==> src/rtl/count_seq_pkg.sv <==
// Shared types and defaults for the count sequencer: FSM state encoding,
// default widths, and the zero-step-means-one rule.
package count_seq_pkg;

  localparam int DEF_WIDTH  = 16;
  localparam int DEF_STEP_W = 4;
  localparam int DEF_WRAP_W = 8;

  typedef enum logic [1:0] {
    IDLE  = 2'd0,
    RUN   = 2'd1,
    PAUSE = 2'd2,
    DONE  = 2'd3
  } state_t;

  // A programmed step of zero would stall a run forever, so it advances by one.
  function automatic logic [31:0] eff_step(input logic [31:0] s);
    return (s == 32'd0) ? 32'd1 : s;
  endfunction

endpackage

==> src/rtl/seq_value_reg.sv <==
// Value register owned by the sequencer: loads d_in when en is high.
// Latency: one cycle from en to q; no backpressure, it always accepts.
module seq_value_reg
  import count_seq_pkg::*;
#(
  parameter int WIDTH = DEF_WIDTH
) (
  input  logic             clk,
  input  logic             reset,
  input  logic             en,
  input  logic [WIDTH-1:0] d_in,
  output logic [WIDTH-1:0] q
);

  always_ff @(posedge clk or posedge reset) begin
    if (reset) begin
      q <= '0;
    end else if (en) begin
      q <= d_in;
    end
  end

endmodule

==> src/rtl/count_sequencer.sv <==
// Sequences the value register through load / step / wrap-or-stop runs.
// Latency: value follows a command by one cycle; pause freezes the count (no other backpressure).
module count_sequencer
  import count_seq_pkg::*;
#(
  parameter int WIDTH  = DEF_WIDTH,
  parameter int STEP_W = DEF_STEP_W,
  parameter int WRAP_W = DEF_WRAP_W
) (
  input  logic              clk,
  input  logic              reset,
  input  logic              start,
  input  logic              stop,
  input  logic              pause,
  input  logic              cont,
  input  logic [WIDTH-1:0]  starting,
  input  logic [WIDTH-1:0]  limit,
  input  logic [STEP_W-1:0] step,
  input  logic [WIDTH-1:0]  match_val,
  output logic [WIDTH-1:0]  value,
  output logic              busy,
  output logic              done,
  output logic              match_hit,
  output logic [WRAP_W-1:0] wraps
);

  state_t state_q, state_d;

  logic [WIDTH-1:0]  start_sh;
  logic [WIDTH-1:0]  limit_sh;
  logic [STEP_W-1:0] step_sh;
  logic              cont_sh;

  logic [WRAP_W-1:0] wraps_q;
  logic              match_q;

  logic              capture;
  logic              wrap_inc;
  logic              en;
  logic [WIDTH-1:0]  d_in;

  logic [WIDTH:0]    step_ext;
  logic [WIDTH:0]    sum;
  logic              over;

  // One extra bit keeps limit = all-ones reachable without rolling over to 0.
  assign step_ext = (WIDTH+1)'(eff_step(32'(step_sh)));
  assign sum      = {1'b0, value} + step_ext;
  assign over     = sum > {1'b0, limit_sh};

  always_comb begin
    state_d  = state_q;
    capture  = 1'b0;
    wrap_inc = 1'b0;
    en       = 1'b0;
    d_in     = value;
    unique case (state_q)
      IDLE: begin
        if (start && !stop) begin
          capture = 1'b1;
          en      = 1'b1;
          d_in    = starting;
          state_d = (starting > limit) ? DONE : RUN;
        end
      end
      RUN, PAUSE: begin
        if (stop) begin
          state_d = IDLE;
        end else if (pause) begin
          state_d = PAUSE;
        end else if (!over) begin
          en      = 1'b1;
          d_in    = sum[WIDTH-1:0];
          state_d = RUN;
        end else if (cont_sh) begin
          en       = 1'b1;
          d_in     = start_sh;
          wrap_inc = 1'b1;
          state_d  = RUN;
        end else begin
          state_d = DONE;
        end
      end
      DONE: begin
        state_d = IDLE;
      end
      default: begin
        state_d = IDLE;
      end
    endcase
  end

  always_ff @(posedge clk or posedge reset) begin
    if (reset) begin
      state_q <= IDLE;
    end else begin
      state_q <= state_d;
    end
  end

  // Run configuration is frozen at start; port changes mid-run are ignored.
  always_ff @(posedge clk or posedge reset) begin
    if (reset) begin
      start_sh <= '0;
      limit_sh <= '0;
      step_sh  <= '0;
      cont_sh  <= 1'b0;
    end else if (capture) begin
      start_sh <= starting;
      limit_sh <= limit;
      step_sh  <= step;
      cont_sh  <= cont;
    end
  end

  always_ff @(posedge clk or posedge reset) begin
    if (reset) begin
      wraps_q <= '0;
    end else if (capture) begin
      wraps_q <= '0;
    end else if (wrap_inc && (wraps_q != '1)) begin
      wraps_q <= wraps_q + WRAP_W'(1);
    end
  end

  // Flag follows the write that lands in the register, so hold cycles clear it.
  always_ff @(posedge clk or posedge reset) begin
    if (reset) begin
      match_q <= 1'b0;
    end else begin
      match_q <= en && (d_in == match_val);
    end
  end

  seq_value_reg #(
    .WIDTH (WIDTH)
  ) u_value_reg (
    .clk   (clk),
    .reset (reset),
    .en    (en),
    .d_in  (d_in),
    .q     (value)
  );

  assign busy      = (state_q == RUN) || (state_q == PAUSE);
  assign done      = (state_q == DONE);
  assign match_hit = match_q;
  assign wraps     = wraps_q;

endmodule

==> config.mk <==
export PLATFORM = sky130hd
export DESIGN_NAME = count_sequencer
export DESIGN_NICKNAME = d
export VERILOG_FILES = /design/src/rtl/count_seq_pkg.sv /design/src/rtl/seq_value_reg.sv /design/src/rtl/count_sequencer.sv
export SDC_FILE = /design/constraint.sdc
export NUM_CORES = 1
export LEC_CHECK = 0
export BUFFER_PORTS_ARGS = -buffer_cell sky130_fd_sc_hd__buf_2
export CORE_ASPECT_RATIO = 1.1
export CORE_MARGIN = 1
export CORE_UTILIZATION = 50
export CTS_CLUSTER_DIAMETER = 60
export DETAILED_ROUTE_END_ITERATION = 16
export GPL_TIMING_DRIVEN = 0
export PLACE_DENSITY = 0.73
export SYNTH_ARGS = -nofsm -noshare
export SYNTH_HDL_FRONTEND = slang
export SYNTH_HIERARCHICAL = 1
export SYNTH_SLANG_ARGS = --single-unit
==> constraint.sdc <==
create_clock -name clk -period 4.7 [get_ports clk]
set_clock_uncertainty 0.2 [all_clocks]
set_input_delay 0.94 -clock clk [delete_from_list [all_inputs] [get_ports clk]]
set_output_delay 0.94 -clock clk [all_outputs]
set_load 0.005 [all_outputs]
==> metrics <==
pwr/cell area=795.6 mW/mm^2; synth unique cells=74; sequential share of the synthesized area=27.84%; CP bufs+invs=3; final hold violations=0; Final setup viols=23; antenna viol nets, final=0; Tot GR Track Use=41.92%; I/O Pins=85; die span in x=104.3 um; DRT Pass-1 Iters=6; Final WS setup=-493.2 ps; TritonCTS Sinks=64; initial antenna violation count=0; Yosys Warn Count=6; mux cell area share after synthesis=7.657%; crit-path max FO=10; period utilisation layout=110.5%; final WL=24.76 mm; clock period minus worst slack=5193 ps; commonest non-fill, non-tap cell in the layout=nand2_1; Compound-Gate Fraction of Synth Area=22.58%; xor/xnor share of the synthesized area=3.655%; Hold-fix buffers, CTS=0; largest net degree at the start of global routing=36; Most used DFF post-synth=dfrtp_1; cell count after synthesis=724; CP endpoint kind=flip-flop; Yosys reg bits=64; crit-path max cell delay=540 ps; asr flop ratio synth=100.0%; Leakage Power=3.588 nW; Data arrival, critical path=5230 ps; post-DP HPWL=18.00 mm; GPL Wtd Cong=1.038; Non-Filler Instances=1,013; worst slew pin tran=944.6 ps; Crit Reg-Reg Startpoint=step_sh[1]; Crit path required time=4740 ps; Adder-Cell Fraction of Synth Area=8.832%; Post-synth EDFFs=0; vias post-DR=6,513; crit path kind=reg2reg; GRT overflow=0; Max-slew headroom=37.03%; starting density of the core=52.00%; CP Launch Type=flip-flop; H-tree depth=3; Antenna Cells=0; MaxCap Viol Count=0; HP Class=reg2reg; failing checks=negative setup slack; area growth from synthesis to layout=31.00%; Reg2Reg Setup Slack=-490 ps; number of global-route vias before repair=6,323; outcome=complete, but fails checks; clk buf depth=2; core area=0.01106 sq mm; CTS Buf Count=9; RSZ-0062 raised after global routing=yes; Avg Cell Area, Syn=7.944 sq um; DRC viols=0; syn_nets=822; die height=114.5 um; hold_sp=step_sh[0]; share of layout cells above drive strength 1=28.64%; Max Clock Freq=192.6 MHz; Port Buffer Count=84; Nets=959; first-pass GRT wire length=36.75 mm; simple-gate area share of the yosys netlist=22.12%; dpl cells=956; number of DRC markers in iteration 0=984; CP max-delay cell=or4_4; most frequent cells in the layout=97 x nand2_1, 92 x buf_2, 64 x dfrtp_1; die area=0.01194 sq mm; Clk pin slew, worst setup/hold paths=60 ps; largest family of logic cells by synthesized area=compound AO/OA/AOI/OAI gates; drt wl/cell=24.44 um; Pins Over Slew Limit=0; worst slack at placement=-1146 ps; synthesized cell area=0.005752 sq mm; Root Buffer=clkbuf_16; worst setup path startpoint=step_sh[1]; vias per cell=6.429; Std-Cell Rows=40; latest clock arrival within the worst-skew pair=350 ps; critical path's top delay family=compound AO/OA/AOI/OAI gates; crit path cell chain=nor3_2 -> or2_4 -> ha_4 -> inv_4 -> fa_2 -> nand2b_4 -> a21oi_4 -> buf_12 -> and2_4 -> nand2_4 -> xnor2_4 -> ha_4 -> nand3_4 -> a2111o_1 -> a21oi_4 -> nor2_4 -> buf_4 -> a211oi_2 -> o32a_1 -> nand4_1 -> or4_4 -> a2111oi_4; Fill cells=910; peak supply drop=404.7 uV; CTS tree=done
## per-layer routing
metal	track usage, %	vias up	share of wire [%]
li1	-	2849	-
met1	51.93	3034	38
met2	66.84	489	44
met3	9.334	141	11
met4	24.57	0	6.9
met5	4.202	-	0
## metrics by stage
| step | utilization [%] | total power [mW] | instance area [sq um] | hold slack [ps] | setup TNS (ps) |
|---|---|---|---|---|---|
| final | 68.12 | 5.995 | 7535 | 276.7 | -6307 |
| after global routing | 68.12 | 6.227 | 7535 | 298.7 | -8261 |
| after CTS | 66.20 | 5.622 | 7322 | 277.9 | -1877 |
| after detailed placement | 58.52 | 4.324 | 6472 | 264.0 | -17530 |
| after global placement | 58.34 | 4.275 | 6452 | 253.3 | -15850 |
| after floorplan | - | 3.242 | 5848 | 240.3 | 0 |
## tightest hold or removal path, delay by kind of cell, from the launching register on
| family | cells | cell delay (ps) |
|---|---|---|
| DFF | 1 | 340 |
| and+or+nand+nor | 2 | 100 |
## final timing paths
| path | to | depth (start not counted) |
|---|---|---|
| setup reg to reg | match_hit | 22 |
| hold / removal | step_sh[0] | 2 |
| setup / recovery | match_hit | 22 |
| min in group asynchronous | match_hit | 2 |
| hold reg to reg | step_sh[0] | 2 |
| max in group asynchronous | u_value_reg/q[10] | 2 |
## cell type report
type / count / area [sq um] / share of cell area (%)
clock inverters: 5 / 56.30 / 0.7473
inverters: 58 / 220.2 / 2.923
repair buffers: 127 / 827.0 / 10.98
well taps: 147 / 183.9 / 2.441
multi-input cells: 564 / 4190 / 55.61
flip-flops and latches: 64 / 1602 / 21.26
clock buffers: 11 / 242.7 / 3.222
plain buffers: 37 / 212.7 / 2.823
## flip-flops by register name, indices dropped and copies added (netlist names)
signal,count
wraps,8
cont_sh,1
u_value_reg/q,16
match_hit,1
limit_sh,16
step_sh,4
start_sh,16
state_q,2
## cells in the mapped netlist (all sizes together) (3+ instances only)
library cell / n / area, sq um
a211o: 4 / 35.03
a211oi: 7 / 52.55
a21boi: 6 / 45.04
a21o: 10 / 75.07
a21oi: 48 / 262.8
a221oi: 10 / 93.84
a22oi: 6 / 45.04
a31oi: 5 / 31.28
and2: 6 / 37.54
and3: 5 / 31.28
and4: 4 / 35.03
buf: 18 / 126.4
clkbuf: 20 / 76.32
dfrtp: 64 / 1602
ha: 39 / 488.0
inv: 58 / 217.7
mux2: 23 / 300.3
mux2i: 14 / 140.1
nand2: 101 / 386.6
nand2b: 11 / 76.32
nand3: 24 / 120.1
nand3b: 3 / 22.52
nand4: 13 / 81.33
nor2: 65 / 244.0
nor2b: 8 / 50.05
nor3: 15 / 75.07
nor4: 5 / 31.28
o211ai: 7 / 52.55
o21a: 5 / 37.54
o21ai: 48 / 240.2
o22ai: 3 / 25.02
o311ai: 3 / 26.28
o31ai: 6 / 45.04
or2: 5 / 31.28
xnor2: 13 / 113.9
xor2: 11 / 96.34
## power breakdown
part           internal (mW)  total (mW)  switching [mW]
Sequential             0.786        1.03           0.240
Clock                  0.425       0.714           0.289
Combinational           1.75        4.26            2.50
Total                   2.96        5.99            3.03
## what timing repair did
item / CTS / global route
cloned: 1 / 0
endpoints found under the setup margin: 26 / 20
setup buffers: 29 / 14
gates resized for setup: 50 / 30
pin swaps: 27 / 13
## cells by family (layout without fill, tap and decap cells)
kind of cell / after synthesis / count (layout)
compound gates: 192 / 192
xor+xnor: 24 / 24
fa+ha+maj: 40 / 40
buf+inv: 96 / 238
flops: 64 / 64
mux: 37 / 37
simple gates: 271 / 271
No activity file was read; power rests on OpenSTA's default activity.
